==> src/rtl/pic_core_pkg.sv <==
// Shared types and instruction encodings for the PIC16-style core.
package pic_core_pkg;

    localparam int PC_WIDTH      = 11;
    localparam int INSTR_WIDTH   = 14;
    localparam int STACK_ENTRIES = 8;

    localparam logic [PC_WIDTH-1:0] RESET_VECTOR = 11'h000;

    typedef logic [PC_WIDTH-1:0]    pc_t;
    typedef logic [INSTR_WIDTH-1:0] instr_t;

    // Opcode patterns; GOTO/CALL match on bits [13:11], RETLW on [13:10].
    localparam logic [2:0] OP_GOTO      = 3'b101;
    localparam logic [2:0] OP_CALL      = 3'b100;
    localparam logic [3:0] OP_RETLW     = 4'b1101;
    localparam instr_t     INSTR_RETURN = 14'h0008;
    localparam instr_t     INSTR_NOP    = 14'h0000;

endpackage

==> src/rtl/call_stack.sv <==
// Hardware return stack: circular buffer with a wrapping pointer, an
// occupancy count and sticky overflow/underflow flags.
module call_stack #(
    parameter int STACK_DEPTH = 8,
    parameter int PC_W        = 11
) (
    input  logic            clk,
    input  logic            reset,
    input  logic            push,
    input  logic            pop,
    input  logic [PC_W-1:0] din,
    output logic [PC_W-1:0] dout,
    output logic            ovf,
    output logic            unf
);

    localparam int SP_W = $clog2(STACK_DEPTH);
    localparam logic [SP_W:0] FULL = (SP_W + 1)'(STACK_DEPTH);

    logic [PC_W-1:0] mem [STACK_DEPTH];
    logic [SP_W-1:0] sp;
    logic [SP_W-1:0] sp_top;
    logic [SP_W:0]   count;

    // Top of stack is the slot just below the write pointer; an empty pop
    // still reads it, matching the silicon.
    assign sp_top = sp - SP_W'(1);
    assign dout   = mem[sp_top];

    // Entry storage carries no reset; a full push simply overwrites the oldest.
    always_ff @(posedge clk) begin
        if (push) begin
            mem[sp] <= din;
        end
    end

    // Pointer, occupancy and sticky error flags.
    always_ff @(posedge clk or posedge reset) begin
        if (reset) begin
            sp    <= '0;
            count <= '0;
            ovf   <= 1'b0;
            unf   <= 1'b0;
        end else if (push) begin
            sp <= sp + SP_W'(1);
            if (count == FULL) begin
                ovf <= 1'b1;
            end else begin
                count <= count + (SP_W + 1)'(1);
            end
        end else if (pop) begin
            sp <= sp_top;
            if (count == '0) begin
                unf <= 1'b1;
            end else begin
                count <= count - (SP_W + 1)'(1);
            end
        end
    end

endmodule

==> src/rtl/pc_fetch_ctrl.sv <==
// Program counter and fetch sequencer: two-stage fetch/execute with
// GOTO/CALL/RETURN/RETLW, computed PCL writes and skips.
module pc_fetch_ctrl #(
    parameter int                 PC_W         = pic_core_pkg::PC_WIDTH,
    parameter int                 INSTR_W      = pic_core_pkg::INSTR_WIDTH,
    parameter int                 STACK_DEPTH  = pic_core_pkg::STACK_ENTRIES,
    parameter logic [PC_W-1:0]    RESET_VECTOR = pic_core_pkg::RESET_VECTOR
) (
    input  logic               clk,
    input  logic               reset,
    input  logic               stall,
    input  logic [INSTR_W-1:0] Rom_data_in,
    input  logic               skip_req,
    input  logic               pcl_we,
    input  logic [7:0]         pcl_data,
    input  logic [4:0]         pclath,
    output logic [PC_W-1:0]    Rom_addr_out,
    output logic [INSTR_W-1:0] ir_out,
    output logic               ir_valid,
    output logic               stack_ovf,
    output logic               stack_unf
);

    import pic_core_pkg::*;

    logic [PC_W-1:0]    pc;
    logic [PC_W-1:0]    pc_next;
    logic [INSTR_W-1:0] ir;
    logic               ir_vld;
    logic               vld_next;
    logic               is_goto;
    logic               is_call;
    logic               is_ret;
    logic               push_en;
    logic               pop_en;
    logic [PC_W-1:0]    stack_dout;

    // GOTO/CALL target: PCLATH[4:3] prepended, then cut to the PC width.
    function automatic logic [PC_W-1:0] jump_target(input logic [INSTR_W-1:0] w,
                                                    input logic [4:0]         plath);
        logic [12:0] full;
        full = {plath[4:3], w[10:0]};
        return full[PC_W-1:0];
    endfunction

    // Computed goto: PCLATH[2:0] supplies the bits above PCL.
    function automatic logic [PC_W-1:0] pcl_target(input logic [4:0] plath,
                                                   input logic [7:0] pcl);
        logic [10:0] full;
        full = {plath[2:0], pcl};
        return full[PC_W-1:0];
    endfunction

    // A bubble in IR never decodes, whatever bits it happens to hold.
    assign is_goto = ir_vld && (ir[INSTR_W-1 -: 3] == OP_GOTO);
    assign is_call = ir_vld && (ir[INSTR_W-1 -: 3] == OP_CALL);
    assign is_ret  = ir_vld && ((ir == INSTR_RETURN) || (ir[INSTR_W-1 -: 4] == OP_RETLW));

    // Next-PC selection in priority order; stall only masks the stack side
    // effects here, the registers themselves hold below.
    always_comb begin
        pc_next  = pc + PC_W'(1);
        vld_next = 1'b1;
        push_en  = 1'b0;
        pop_en   = 1'b0;
        if (is_goto) begin
            pc_next  = jump_target(ir, pclath);
            vld_next = 1'b0;
        end else if (is_call) begin
            push_en  = 1'b1;
            pc_next  = jump_target(ir, pclath);
            vld_next = 1'b0;
        end else if (is_ret) begin
            pop_en   = 1'b1;
            pc_next  = stack_dout;
            vld_next = 1'b0;
        end else if (pcl_we) begin
            pc_next  = pcl_target(pclath, pcl_data);
            vld_next = 1'b0;
        end else if (skip_req) begin
            vld_next = 1'b0;
        end
        if (stall) begin
            push_en = 1'b0;
            pop_en  = 1'b0;
        end
    end

    // PC and instruction register; the fetched word is always captured and a
    // flush just marks it invalid.
    always_ff @(posedge clk or posedge reset) begin
        if (reset) begin
            pc     <= RESET_VECTOR;
            ir     <= INSTR_NOP;
            ir_vld <= 1'b0;
        end else if (!stall) begin
            pc     <= pc_next;
            ir     <= Rom_data_in;
            ir_vld <= vld_next;
        end
    end

    // CALL pushes PC, which already points one past the CALL.
    call_stack #(
        .STACK_DEPTH (STACK_DEPTH),
        .PC_W        (PC_W)
    ) u_stack (
        .clk   (clk),
        .reset (reset),
        .push  (push_en),
        .pop   (pop_en),
        .din   (pc),
        .dout  (stack_dout),
        .ovf   (stack_ovf),
        .unf   (stack_unf)
    );

    assign Rom_addr_out = pc;
    assign ir_out       = ir;
    assign ir_valid     = ir_vld;

endmodule

==> config.mk <==
export PLATFORM = sky130hd
export DESIGN_NAME = pc_fetch_ctrl
export DESIGN_NICKNAME = d
export VERILOG_FILES = /design/src/rtl/pic_core_pkg.sv /design/src/rtl/call_stack.sv /design/src/rtl/pc_fetch_ctrl.sv
export SDC_FILE = /design/constraint.sdc
export NUM_CORES = 1
export LEC_CHECK = 0
export ABC_CLOCK_PERIOD_IN_PS = 7300
export CELL_PAD_IN_SITES_DETAIL_PLACEMENT = 0
export CELL_PAD_IN_SITES_GLOBAL_PLACEMENT = 1
export CORE_MARGIN = 2
export CORE_UTILIZATION = 45
export DETAILED_ROUTE_END_ITERATION = 12
export PLACE_DENSITY_LB_ADDON = 0.1
export RECOVER_POWER = 100
export SLEW_MARGIN = 0
export SYNTH_ARGS = -nofsm -noshare
export SYNTH_HDL_FRONTEND = slang
export SYNTH_SLANG_ARGS = --single-unit
==> constraint.sdc <==
create_clock -name clk -period 7.3 [get_ports clk]
set_input_delay 0.73 -clock clk [delete_from_list [all_inputs] [get_ports clk]]
set_output_delay 0.73 -clock clk [all_outputs]
set_load 0.02 [all_outputs]
Word level (Yosys, flattened, before mapping). Memories as Yosys holds them, arrays and structs flattened. Cells that the tools add are included.

Add/sub/neg operators: 5. Eq/ne operators: 7. Mux-type cells: 24. Bitwise gates (word level): 1. Reductions and logical operators: 9.

Operators with widths (number): two-way mux 11 bit (4); two-way mux 4 bit (4); == test 14 x 4 -> 1 bit, second input constant (1); two-way mux 1 bit (14); adder 11 x 1 -> 11 bit, second input constant (1); == test 4 bit, second input constant (2); == test 3 bit, second input constant (2); two-way mux 3 bit (2); AND reduction 3 bit (2); adder 4 x 1 -> 4 bit, second input constant (1); zero test 4 bit (1); inequality test 2 bit, second input constant (2); subtractor 4 x 1 -> 4 bit, second input constant (1); adder 3 x 1 -> 3 bit, second input constant (1); logical AND 1 bit (3); subtractor 3 x 1 -> 3 bit, second input constant (1); AND reduction 2 bit (1); nonzero test 2 bit (1); logical OR 1 bit (1); NOT 1 bit (1).

Bits in registers: 35. RAM bits: 88. Input port bits: 32. Output and inout bits: 28. Memories: 1.

Memories: u_stack.mem (depth 8, bits a word 11, read ports 1, clocked after Yosys merged registers in 0, write ports 1, RTL line call_stack.sv:20) `logic [PC_W-1:0] mem [STACK_DEPTH];`.

Depth between registers and ports, before layout. Gate-level depths: netlist of the first run.

Word-level depth: 9. Depth in mapped cells: 11. Mapped depth without buffers: 10.

Cells and area by module. From an unflattened synthesis of the first run, not the netlist that was laid out.

Cell total of the unflattened synthesis: 362. Area total of the unflattened synthesis: 5545.3 um^2.

Modules (own cells, without submodules): call_stack (instances 1, cells each 190, area an instance 3942.5 um^2, seq. area each 2867.8 um^2); pc_fetch_ctrl (instances 1, cells each 172, area an instance 1602.8 um^2, seq. area each 650.6 um^2).

Worst setup path after synthesis of the first run. No wires, ideal clock.

Path type: input to register. Start point: input port stall. End point: memory u_stack.mem[0][0] (enable). Arrival time: 2.470 ns. Path slack: 4.422 ns. Cell stages on the path: 6. Path buffers: 1. Path through: buf_4 > inv_1 > nand2b_4 > nor2_4 > inv_2 > nor4_1.

Word-level cells in the longest chain between the ends: 3.

RTL lines: start, declared (RTL line pc_fetch_ctrl.sv:11) `input logic stall,`; two-way mux 1 bit (RTL line pc_fetch_ctrl.sv:83) `if (stall) begin`; two-way mux 1 bit (RTL line call_stack.sv:32) `if (push) begin`; two-way mux 1 bit (not written as such) (RTL line call_stack.sv:33) `mem[sp] <= din;`; end, declared (RTL line call_stack.sv:20).

Every way passes these cells.

Worst setup path after layout of the first run.
Start point: register u_stack.sp[0]. End point: register pc[9], in the netlist Rom_addr_out[9].

Word-level cells in the longest chain between the ends: 5.

RTL lines: start, declared (RTL line call_stack.sv:21) `logic [SP_W-1:0] sp;`; start signal, assigned (RTL line call_stack.sv:45) `sp <= sp + SP_W'(1);`; start signal, assigned (RTL line call_stack.sv:52) `sp <= sp_top;`; subtractor 3 x 1 -> 3 bit (RTL line call_stack.sv:27) `assign sp_top = sp - SP_W'(1);`; memory read (8 x 11 bit); two-way mux 11 bit (RTL line pc_fetch_ctrl.sv:73) `end else if (is_ret) begin`; two-way mux 11 bit (RTL line pc_fetch_ctrl.sv:69) `end else if (is_call) begin`; two-way mux 11 bit (RTL line pc_fetch_ctrl.sv:66) `if (is_goto) begin`; end signal, assigned (RTL line pc_fetch_ctrl.sv:97) `pc <= pc_next;`; end, declared (RTL line pc_fetch_ctrl.sv:26) `logic [PC_W-1:0] pc;`.

Every way passes these cells. A chain may end at the register's enable or synchronous reset.

==> metrics, run 1 <==
number of global-route vias before repair 3325; Synth Flop Type edfxtp_1; slowest stage cell, crit path clkbuf_1; Post-Syn Area 5470 um^2; htree depth 4; Clock power frac 0.363; Setup Skew 10.1 ps; commonest non-fill, non-tap cells in the layout 88 x edfxtp_1, 35 x dfrtp_1, 30 x dlygate4sd3_1, 27 x clkdlybuf4s50_1, 18 x mux2_2; hpwl dp 7.46 mm; Avg Inst Size Synth 16.4 um^2; total wire length 11.8 mm; Compound-Gate Fraction of Synth Area 0.0620; HP Class reg2reg; post-CTS setup buffer count 0; Synth-to-Final Area Change 23.3%; cts repair resizes 0; most numerous cell on the critical path a21oi_1; Max Fclk roughly 230 MHz; Skew-Pair Late Insertion Delay about 410 ps; cells after synthesis 334; fin nets 441; Port-buffer cells 57; WP data arrival 4570 ps; Unique masters post-synth 55; CTS tree built; Leakage Power 2.37 nW; TritonCTS Buffers 17; Final Cycle Share 0.588; Chip Height 114 um; Root Driver clkbuf_16; share of layout cells above drive strength 1 0.149; drt drc 0; Cell Pwr Density 356 nW/um^2; Final Hold Fails 0; post-route setup TNS 0 ps; Ys Warns 0; Worst path max stage delay 1140 ps; area of the multi-input gates 1780 um^2; clk buf depth 2; Tmin final approximately 4300 ps; Placed Area 6180 um^2; most common cell after layout, fill and taps aside edfxtp_1; Max VDD drop 169 uV; n_diodes 0; total grt overflow 0; antenna-violating nets left 0; Int Power between 1.5 and 2 mW; detailed-route via count between 3000 and 4000; Synthesized Nets 372; Slew Viols, Final 59; core area roughly 12000 um^2; Post-synth EDFFs 88; Non-Filler Cell Area, Final roughly 6700 um^2; worst-path maximum fanout 22; RSZ-0062 raised after global routing false; sequential cell area approximately 3500 um^2; Seq pwr share 0.378; worst-path cell chain inv_1 -> ha_1 -> clkbuf_1 -> mux4_1 -> mux2_1 -> a21oi_1 -> a21oi_1; register bit total from synthesis 123; Slew @ Worst Pin 1960 ps; Final GP Congestion 0.711; max_cap viols 2; area share of xor/xnor cells in the synthesized design 0.0238; # setup viols final 0; register area share after synthesis 0.643; combinational power share 0.259; drt pass-1 iters 4; first-pass GRT wire length 18.9 mm; Worst setup EP type flop; die area between 10000 and 15000 um^2; clk sinks 123; die width approximately 110 um; post-synthesis mux area share 0.155; largest net degree at the start of global routing 36; startpoint types flop; critical path's top delay family buffers and inverters; worst path bufs/invs 2; largest family of logic cells by synthesized area multiplexers; Synth async-reset ratio 0.285; num rows 40; First DRT Iteration DRCs between 200 and 250; net switching power 683 uW; clock slew at reported path FFs around 50 ps; WP data required 7580 ps; Slew HR -0.309; WL per Instance between 20 and 25 um; sw frac 0.284; io pins 60; drt via density 5.63; critical path class reg2reg; simple-gate area share of the yosys netlist 0.0718; GRT Total Usage 0.198; Synth Area in Adders 0.0151; Initial Util 0.457; status complete, but fails checks; fill cell count 985; failing checks capacitance limit, slew limit; antenna violations before repair 0; hold_buf cts 0
## logic make-up (layout without fill, tap and decap cells)
logic type               after synthesis  after routing
multiplexers                          49             49
XOR/XNOR                              14             14
AO/OA/AOI/OAI                         50             50
AND/OR/NAND/NOR                       69             69
flip-flops                           123            123
adder cells (fa/ha/maj)                6              6
buffers and inverters                 23            105
## registers in the layout, indices dropped and copies added, names as in the netlist
signal / count
u_stack.mem: 88
ir_out: 14
Rom_addr_out: 11
u_stack.count: 4
u_stack.sp: 3
ir_valid: 1
u_stack.ovf: 1
u_stack.unf: 1
## power groups by stage
stage / Sequential (mW) / Combinational [mW] / Clock [mW]
after floorplan: 0.905 / 0.510 / 0
after global placement: 0.922 / 0.655 / 0
after detailed placement: 0.924 / 0.654 / 0
after CTS: 0.910 / 0.657 / 0.888
after global routing: 0.922 / 0.679 / 0.916
final: 0.908 / 0.621 / 0.871
## routing by layer
layer | track usage | up-vias | wire, um
met5 | 0 | - | 0
met1 | 0.275 | 1594 | 5470
met3 | 0.0588 | 9 | 687
met2 | 0.300 | 84 | 5510
met4 | 0.0683 | 0 | 96
li1 | - | 1482 | -
## path summary, 6_finish.rpt
kind                                                start                           end  slack [ps]  cells after the start
worst min register to register    u_stack.ovf$_DFFE_PP0P_       u_stack.ovf$_DFFE_PP0P_         460                      1
max in group asynchronous                           reset   Rom_addr_out[2]$_DFFE_PP0N_        4690                      3
worst max-delay path            u_stack.sp[0]$_DFFE_PP0P_   Rom_addr_out[9]$_DFFE_PP0N_        3010                      7
worst max register to register  u_stack.sp[0]$_DFFE_PP0P_   Rom_addr_out[9]$_DFFE_PP0N_        3010                      7
min in group asynchronous                           reset  u_stack.count[2]$_DFFE_PP0P_        1480                      3
worst min-delay path              u_stack.ovf$_DFFE_PP0P_       u_stack.ovf$_DFFE_PP0P_         460                      1
## layout make-up
cell class,instances,share of cell area
clock buffer,21,0.0668
clock inverter,11,0.0252
inverter,6,0.00334
multi-input combinational,188,0.264
sequential,123,0.522
tap,147,0.0273
timing repair buffer,67,0.0913
## synthesized netlist by cell type, types with 4 or more instances
| cell type | number | area share |
|---|---|---|
| edfxtp_1 | 88 | 0.48 |
| dfrtp_1 | 35 | 0.16 |
| mux2_2 | 24 | 0.049 |
| nand3_1 | 17 | 0.016 |
| nand2_1 | 13 | 0.0089 |
| mux4_1 | 12 | 0.058 |
| mux4_2 | 10 | 0.041 |
| o21ai_0 | 10 | 0.0091 |
| xnor2_1 | 10 | 0.016 |
| a21oi_1 | 9 | 0.0082 |
| nand2b_1 | 8 | 0.0091 |
| a22oi_1 | 7 | 0.0096 |
| nor3_1 | 7 | 0.0064 |
| ha_1 | 5 | 0.011 |
| buf_2 | 4 | 0.0037 |
| buf_6 | 4 | 0.0082 |
| inv_1 | 4 | 0.0027 |
| nand4_1 | 4 | 0.0046 |
| o2111ai_1 | 4 | 0.0064 |
## worst register-to-register path, cell delays in order (launching register included)
cell,delay (ps)
dfrtp_1,800
inv_1,460
ha_1,490
clkbuf_1,1140
mux4_1,690
mux2_1,360
a21oi_1,160
a21oi_1,90
## per-stage QoR
| stage | cells | utilization | hold WS (ps) | power (mW) | setup WS, ps |
|---|---|---|---|---|---|
| 6_report | 563 | 0.564 | 463 | 2.40 | 3010 |
| 3_3_place_gp | 531 | 0.516 | 457 | 1.58 | 3870 |
| 3_5_place_dp | 531 | 0.516 | 458 | 1.58 | 3860 |
| 5_1_grt | 563 | 0.564 | 495 | 2.52 | 2590 |
| 2_1_floorplan | 334 | - | 510 | 1.42 | 4420 |
| 4_1_cts | 563 | 0.568 | 472 | 2.46 | 4060 |
(Power assumes the default switching activity.)
==> run 2: changes to the inputs <==
--- a/config.mk
+++ b/config.mk
@@ -5,11 +5,11 @@
 export SDC_FILE = /design/constraint.sdc
 export NUM_CORES = 1
 export LEC_CHECK = 0
-export ABC_CLOCK_PERIOD_IN_PS = 7300
+export ABC_CLOCK_PERIOD_IN_PS = 3760
 export CELL_PAD_IN_SITES_DETAIL_PLACEMENT = 0
 export CELL_PAD_IN_SITES_GLOBAL_PLACEMENT = 1
 export CORE_MARGIN = 2
-export CORE_UTILIZATION = 45
+export CORE_UTILIZATION = 43
 export DETAILED_ROUTE_END_ITERATION = 12
 export PLACE_DENSITY_LB_ADDON = 0.1
 export RECOVER_POWER = 100
==> constraint.sdc (replaced) <==
create_clock -name clk -period 3.76 [get_ports clk]
set_input_delay 0.376 -clock clk [delete_from_list [all_inputs] [get_ports clk]]
set_output_delay 0.376 -clock clk [all_outputs]
set_load 0.02 [all_outputs]
==> metrics, run 2 (same netlist as run 1, synthesis figures left out) <==
post-route setup TNS 0 ps (unchanged); Max Fclk 330 MHz (+42%); Final Cycle Share 0.806 (+0.217); Port-buffer cells 57 (unchanged); Slew @ Worst Pin 1990 ps (+24.9 ps); worst-path cell chain inv_2 -> ha_1 -> xnor2_2 -> clkbuf_1 -> mux4_2 -> mux2_1 -> a31oi_1 -> nand2_1; CTS tree built; drt drc 0 (unchanged); total grt overflow 0 (unchanged); share of layout cells above drive strength 1 0.154 (+0.00536); # setup viols final 0 (unchanged); fin nets 446 (+1.1%); Slew HR -0.325 (-0.0166); Total Power 4.61 mW (+92%); Tmin final 3030 ps (-1260 ps); r2r worst-path depth 8 (+1); reg2reg setup slack 730 ps (-2280 ps); clk buf depth 2 (unchanged); Chip Height 117 um (+2.2%); Slew Viols, Final 36 (-39%); hold_buf cts 0 (unchanged); Final GP Congestion 0.712 (+0.17%); startpoint types flop; largest register by flop count u_stack.mem; status complete, but fails checks; num rows 41 (+2.5%); slowest stage cell, crit path xnor2_2; worst reg2reg startpoint u_stack.sp[0]$_DFFE_PP0P_; Cell Pwr Density 682 nW/um^2 (+92%); Final Hold Fails 0 (unchanged); number of global-route vias before repair 3333 (+0.24%); WL per Instance 19.9 um (-4.7%); most common cell after layout, fill and taps aside edfxtp_1; Hold Path Depth 2 (+1); core area 12500 um^2 (+4.6%); max FFs per register 88 (unchanged); Synth-to-Final Area Change 23.5%; hpwl dp 7.79 mm (+4.3%); RSZ-0062 raised after global routing false; critical path class reg2reg; antenna-violating nets left 0 (unchanged); max_cap viols 1 (-1); drt pass-1 iters 5 (+1); Skew-Pair Late Insertion Delay 420 ps (about the same); WHS Endpoint u_stack.unf$_DFFE_PP0P_; drt via density 5.32 (-5.5%); Leakage Power 2.37 nW (+0.11%); worst-path maximum fanout 13 (-41%); antenna violations before repair 0 (unchanged); io pins 60 (unchanged); First DRT Iteration DRCs 224 (+5.2%); die area 13600 um^2 (+4.5%); clk sinks 123 (unchanged); n_diodes 0 (unchanged); hold_sp u_stack.unf$_DFFE_PP0P_; WP data required 4060 ps (-3520 ps); Worst path max stage delay 620 ps (-520 ps); total wire length 11.8 mm (+0.35%); TritonCTS Buffers 17 (unchanged); WP data arrival 3330 ps (-1240 ps); detailed-route via count 3153 (-0.50%); commonest non-fill, non-tap cells in the layout 88 x edfxtp_1, 35 x dfrtp_1, 30 x dlygate4sd3_1, 27 x clkdlybuf4s50_1, 19 x mux2_2; failing checks capacitance limit, slew limit; Setup Skew 11.8 ps (+1.66 ps); Worst setup EP type flop; post-CTS setup buffer count 0 (unchanged); GRT Total Usage 0.193 (-0.00455); htree depth 4 (unchanged); HP Class reg2reg; cts repair resizes 0 (unchanged); fill cell count 1092 (+11%); die width 117 um (+2.2%); terminus of the critical flop-to-flop path Rom_addr_out[7]$_DFFE_PP0N_; first-pass GRT wire length 18.8 mm (-0.29%); clock slew at reported path FFs 60 ps (about the same); largest net degree at the start of global routing 36 (unchanged); Initial Util 0.437 (-0.0203); Root Driver clkbuf_16; Max VDD drop 356 uV (+110%)
[run 2: worst max path at each step]
stage,startpoint,end,depth (start not counted)
after floorplan,ir_out[12]$_DFFE_PP0N_,u_stack.mem[0][0]$_DFFE_PP_,5
after global placement,u_stack.sp[0]$_DFFE_PP0P_,Rom_addr_out[7]$_DFFE_PP0N_,8
after detailed placement,u_stack.sp[0]$_DFFE_PP0P_,Rom_addr_out[7]$_DFFE_PP0N_,8
after CTS,u_stack.sp[0]$_DFFE_PP0P_,Rom_addr_out[7]$_DFFE_PP0N_,8
after global routing,u_stack.sp[0]$_DFFE_PP0P_,Rom_addr_out[7]$_DFFE_PP0N_,8
final,u_stack.sp[0]$_DFFE_PP0P_,Rom_addr_out[7]$_DFFE_PP0N_,8
[run 2: stage by stage]
stage / setup WS, ps / util / hold slack (ps) / instances / area, um^2
floorplan: 1120 / - / 472 / 334 / 5470
global placement: 984 / 0.498 / 456 / 561 / 6240
detailed placement: 970 / 0.498 / 465 / 561 / 6240
CTS: 963 / 0.546 / 375 / 593 / 6830
global route: 458 / 0.540 / 505 / 593 / 6760
finish: 731 / 0.540 / 464 / 593 / 6760
[run 2: area by class of cell]
type / count / area, um^2 / area share
clock buffer: 18 / 429 / 0.0635
timing repair buffer: 72 / 636 / 0.0941
tap: 172 / 215 / 0.0319
multi-input combinational: 188 / 1770 / 0.262
clock inverter: 14 / 168 / 0.0248
sequential: 123 / 3520 / 0.521
inverter: 6 / 22.5 / 0.00333
[run 2: where the power goes]
| part | internal (mW) | switching [mW] | total (mW) |
|---|---|---|---|
| Clock | 1.04 | 0.589 | 1.63 |
| Sequential | 1.58 | 0.151 | 1.73 |
| Combinational | 0.635 | 0.613 | 1.25 |
| Total | 3.25 | 1.35 | 4.61 |
[run 2: critical path, delay by kind of cell (launching register included)]
kind	cells	cell delay [ps]
AO/OA/AOI/OAI	1	190
AND/OR/NAND/NOR	1	70
flip-flops	1	360
buffers and inverters	2	640
multiplexers	2	750
adder cells (fa/ha/maj)	1	290
XOR/XNOR	1	620
[run 2: metal layers]
metal | vias up | part of all wire | global-route usage
li1 | 1492 | - | -
met1 | 1569 | 0.46 | 0.265
met2 | 88 | 0.48 | 0.292
met3 | 4 | 0.057 | 0.0628
met4 | 0 | 0.0059 | 0.0698
met5 | - | 0 | 0
==> run 3: changes to the inputs <==
--- a/config.mk
+++ b/config.mk
@@ -5,11 +5,11 @@
 export SDC_FILE = /design/constraint.sdc
 export NUM_CORES = 1
 export LEC_CHECK = 0
-export ABC_CLOCK_PERIOD_IN_PS = 3760
+export ABC_CLOCK_PERIOD_IN_PS = 3050
 export CELL_PAD_IN_SITES_DETAIL_PLACEMENT = 0
 export CELL_PAD_IN_SITES_GLOBAL_PLACEMENT = 1
 export CORE_MARGIN = 2
-export CORE_UTILIZATION = 43
+export CORE_UTILIZATION = 45
 export DETAILED_ROUTE_END_ITERATION = 12
 export PLACE_DENSITY_LB_ADDON = 0.1
 export RECOVER_POWER = 100
==> constraint.sdc (replaced) <==
create_clock -name clk -period 3.05 [get_ports clk]
set_input_delay 0.305 -clock clk [delete_from_list [all_inputs] [get_ports clk]]
set_output_delay 0.305 -clock clk [all_outputs]
set_load 0.02 [all_outputs]
==> metrics, run 3 (same netlist as run 1, synthesis figures left out) <==
critical path class reg2reg; Leakage Power 2.39 nW (+0.83%); Int Power 4.03 mW (+24%); worst-path maximum fanout 11 (-2); fin nets 449 (+0.67%); Seq pwr share 0.376 (about the same); net switching power 1.64 mW (+21%); TritonCTS Buffers 17 (unchanged); sequential cell area 3520 um^2 (unchanged); io pins 60 (unchanged); most common cell after layout, fill and taps aside edfxtp_1; Setup Skew 6.71 ps (-5.04 ps); Final Hold Fails 0 (unchanged); post-route setup TNS 0 ps (unchanged); area of the multi-input gates 1780 um^2 (+0.78%); first-pass GRT wire length 18.6 mm (-1.1%); sw frac 0.289 (-0.00482); fin util 0.564 (+0.0246); Synth-to-Final Area Change 23.4% (about the same); hpwl dp 7.79 mm (+0.11%); drt drc 0 (unchanged); Slew @ Worst Pin 1210 ps (-773 ps); # setup viols final 0 (unchanged); r2r worst-path depth 6 (-2); GRT Total Usage 0.197 (+0.00352); Chip Height 114 um (-2.2%); cts repair resizes 0 (unchanged); clock slew at reported path FFs 50 ps (about the same); Slew HR 0.190 (+0.516); fill cell count 987 (-9.6%); largest net degree at the start of global routing 25 (-31%); largest register by flop count u_stack.mem; drt via density 5.63 (+5.9%); Final Cycle Share 0.872 (+0.0660); number of global-route vias before repair 3288 (-1.4%); Cell Pwr Density 839 nW/um^2 (+23%); Final GP Congestion 0.740 (+3.9%); status complete, no violations; max FFs per register 88 (unchanged); die width 114 um (-2.2%); share of layout cells above drive strength 1 0.170 (+0.0154); commonest non-fill, non-tap cells in the layout 88 x edfxtp_1, 35 x dfrtp_1, 30 x dlygate4sd3_1, 27 x clkdlybuf4s50_1, 21 x mux2_2; combinational power share 0.276 (+0.005); max_cap viols 0 (-1); WP data required 3080 ps (-980 ps); htree depth 4 (unchanged); hold_buf cts 0 (unchanged); post-CTS setup buffer count 0 (unchanged); Hold WS 449 ps (-15.5 ps); Finished Layout Cells 571 (-3.7%); Initial Util 0.457 (+0.0203); Root Driver clkbuf_16; Max VDD drop 372 uV (+4.6%); detailed-route via count 3216 (+2.0%); HP Class in2async; antenna-violating nets left 0 (unchanged); clk buf depth 2 (unchanged); WL per Instance 21.2 um (+6.4%); RSZ-0062 raised after global routing false; Placed Cells incl. Taps 539 (-3.9%); core area 12000 um^2 (-4.4%); WP data arrival 2690 ps (-640 ps); Slew Viols, Final 0 (-100%); CTS tree built; n_diodes 0 (unchanged); Skew-Pair Late Insertion Delay 410 ps (about the same); clk sinks 123 (unchanged); Clock power frac 0.348 (-0.006); First DRT Iteration DRCs 183 (-18%); die area 13100 um^2 (-4.3%); Port-buffer cells 57 (unchanged); startpoint types flop; Max Fclk 376 MHz (+14%); Tmin final 2660 ps (-371 ps); num rows 40 (-2.4%); drt pass-1 iters 4 (-1); Total Power 5.67 mW (+23%); total wire length 12.1 mm (+2.4%); Worst setup EP type flop; antenna violations before repair 0 (unchanged); total grt overflow 0 (unchanged)
run 3: changes by cell type in the layout (fill, tap and decap cells not counted), sizes merged:
cell	previous run	this run
buf	2	5
clkinvlp	2	1
clkbuf	31	32
clkinv	6	8
inv	9	7
run 3: power by group through the flow:
stage | Clock, mW | Combinational [mW] | Sequential (mW)
after floorplan | 0 | 1.22 | 2.17
after global placement | 0 | 1.64 | 2.16
after detailed placement | 0 | 1.65 | 2.17
after CTS | 2.01 | 1.66 | 2.14
after global routing | 2.07 | 1.70 | 2.16
final | 1.97 | 1.56 | 2.13
run 3: worst max-delay path, stage by stage, from the launching register on:
cell and delay, ps:
dfrtp_1 420, nand3b_1 230, nand2b_1 260, nor2_4 200, inv_1 210, nor4_1 250, clkbuf_1 690
run 3: worst paths after layout:
kind,startpoint,end,slack [ps]
setup / recovery,ir_out[12]$_DFFE_PP0N_,u_stack.mem[0][8]$_DFFE_PP_,390
hold / removal,reset,ir_out[0]$_DFFE_PP0N_,450
setup reg to reg,ir_out[12]$_DFFE_PP0N_,u_stack.mem[0][8]$_DFFE_PP_,390
hold reg to reg,u_stack.unf$_DFFE_PP0P_,u_stack.unf$_DFFE_PP0P_,460
max in group asynchronous,reset,Rom_addr_out[8]$_DFFE_PP0N_,1220
min in group clk,u_stack.unf$_DFFE_PP0P_,u_stack.unf$_DFFE_PP0P_,460
run 3: stage by stage:
| step | worst slack (ps) | cell area (um^2) |
|---|---|---|
| after global placement | 422 | 6230 |
| after floorplan | 409 | 5470 |
| after CTS | 584 | 6810 |
| final | 392 | 6750 |
| after global routing | 221 | 6750 |
| after detailed placement | 393 | 6230 |
run 3: layer usage:
layer	GRT usage	wire length (um)	share of wire	vias up
met1	0.268	5460	0.45	1618
met2	0.302	5750	0.48	96
met3	0.0619	706	0.058	16
met5	0	0	0	-
li1	-	-	-	1486
met4	0.0691	167	0.014	0
run 3: layout make-up:
cell class,count,share of cell area
clock buffer,19,0.0641
tap,147,0.0272
timing repair buffer,75,0.0981
multi-input combinational,188,0.264
inverter,6,0.00334
clock inverter,13,0.0222
sequential,123,0.521
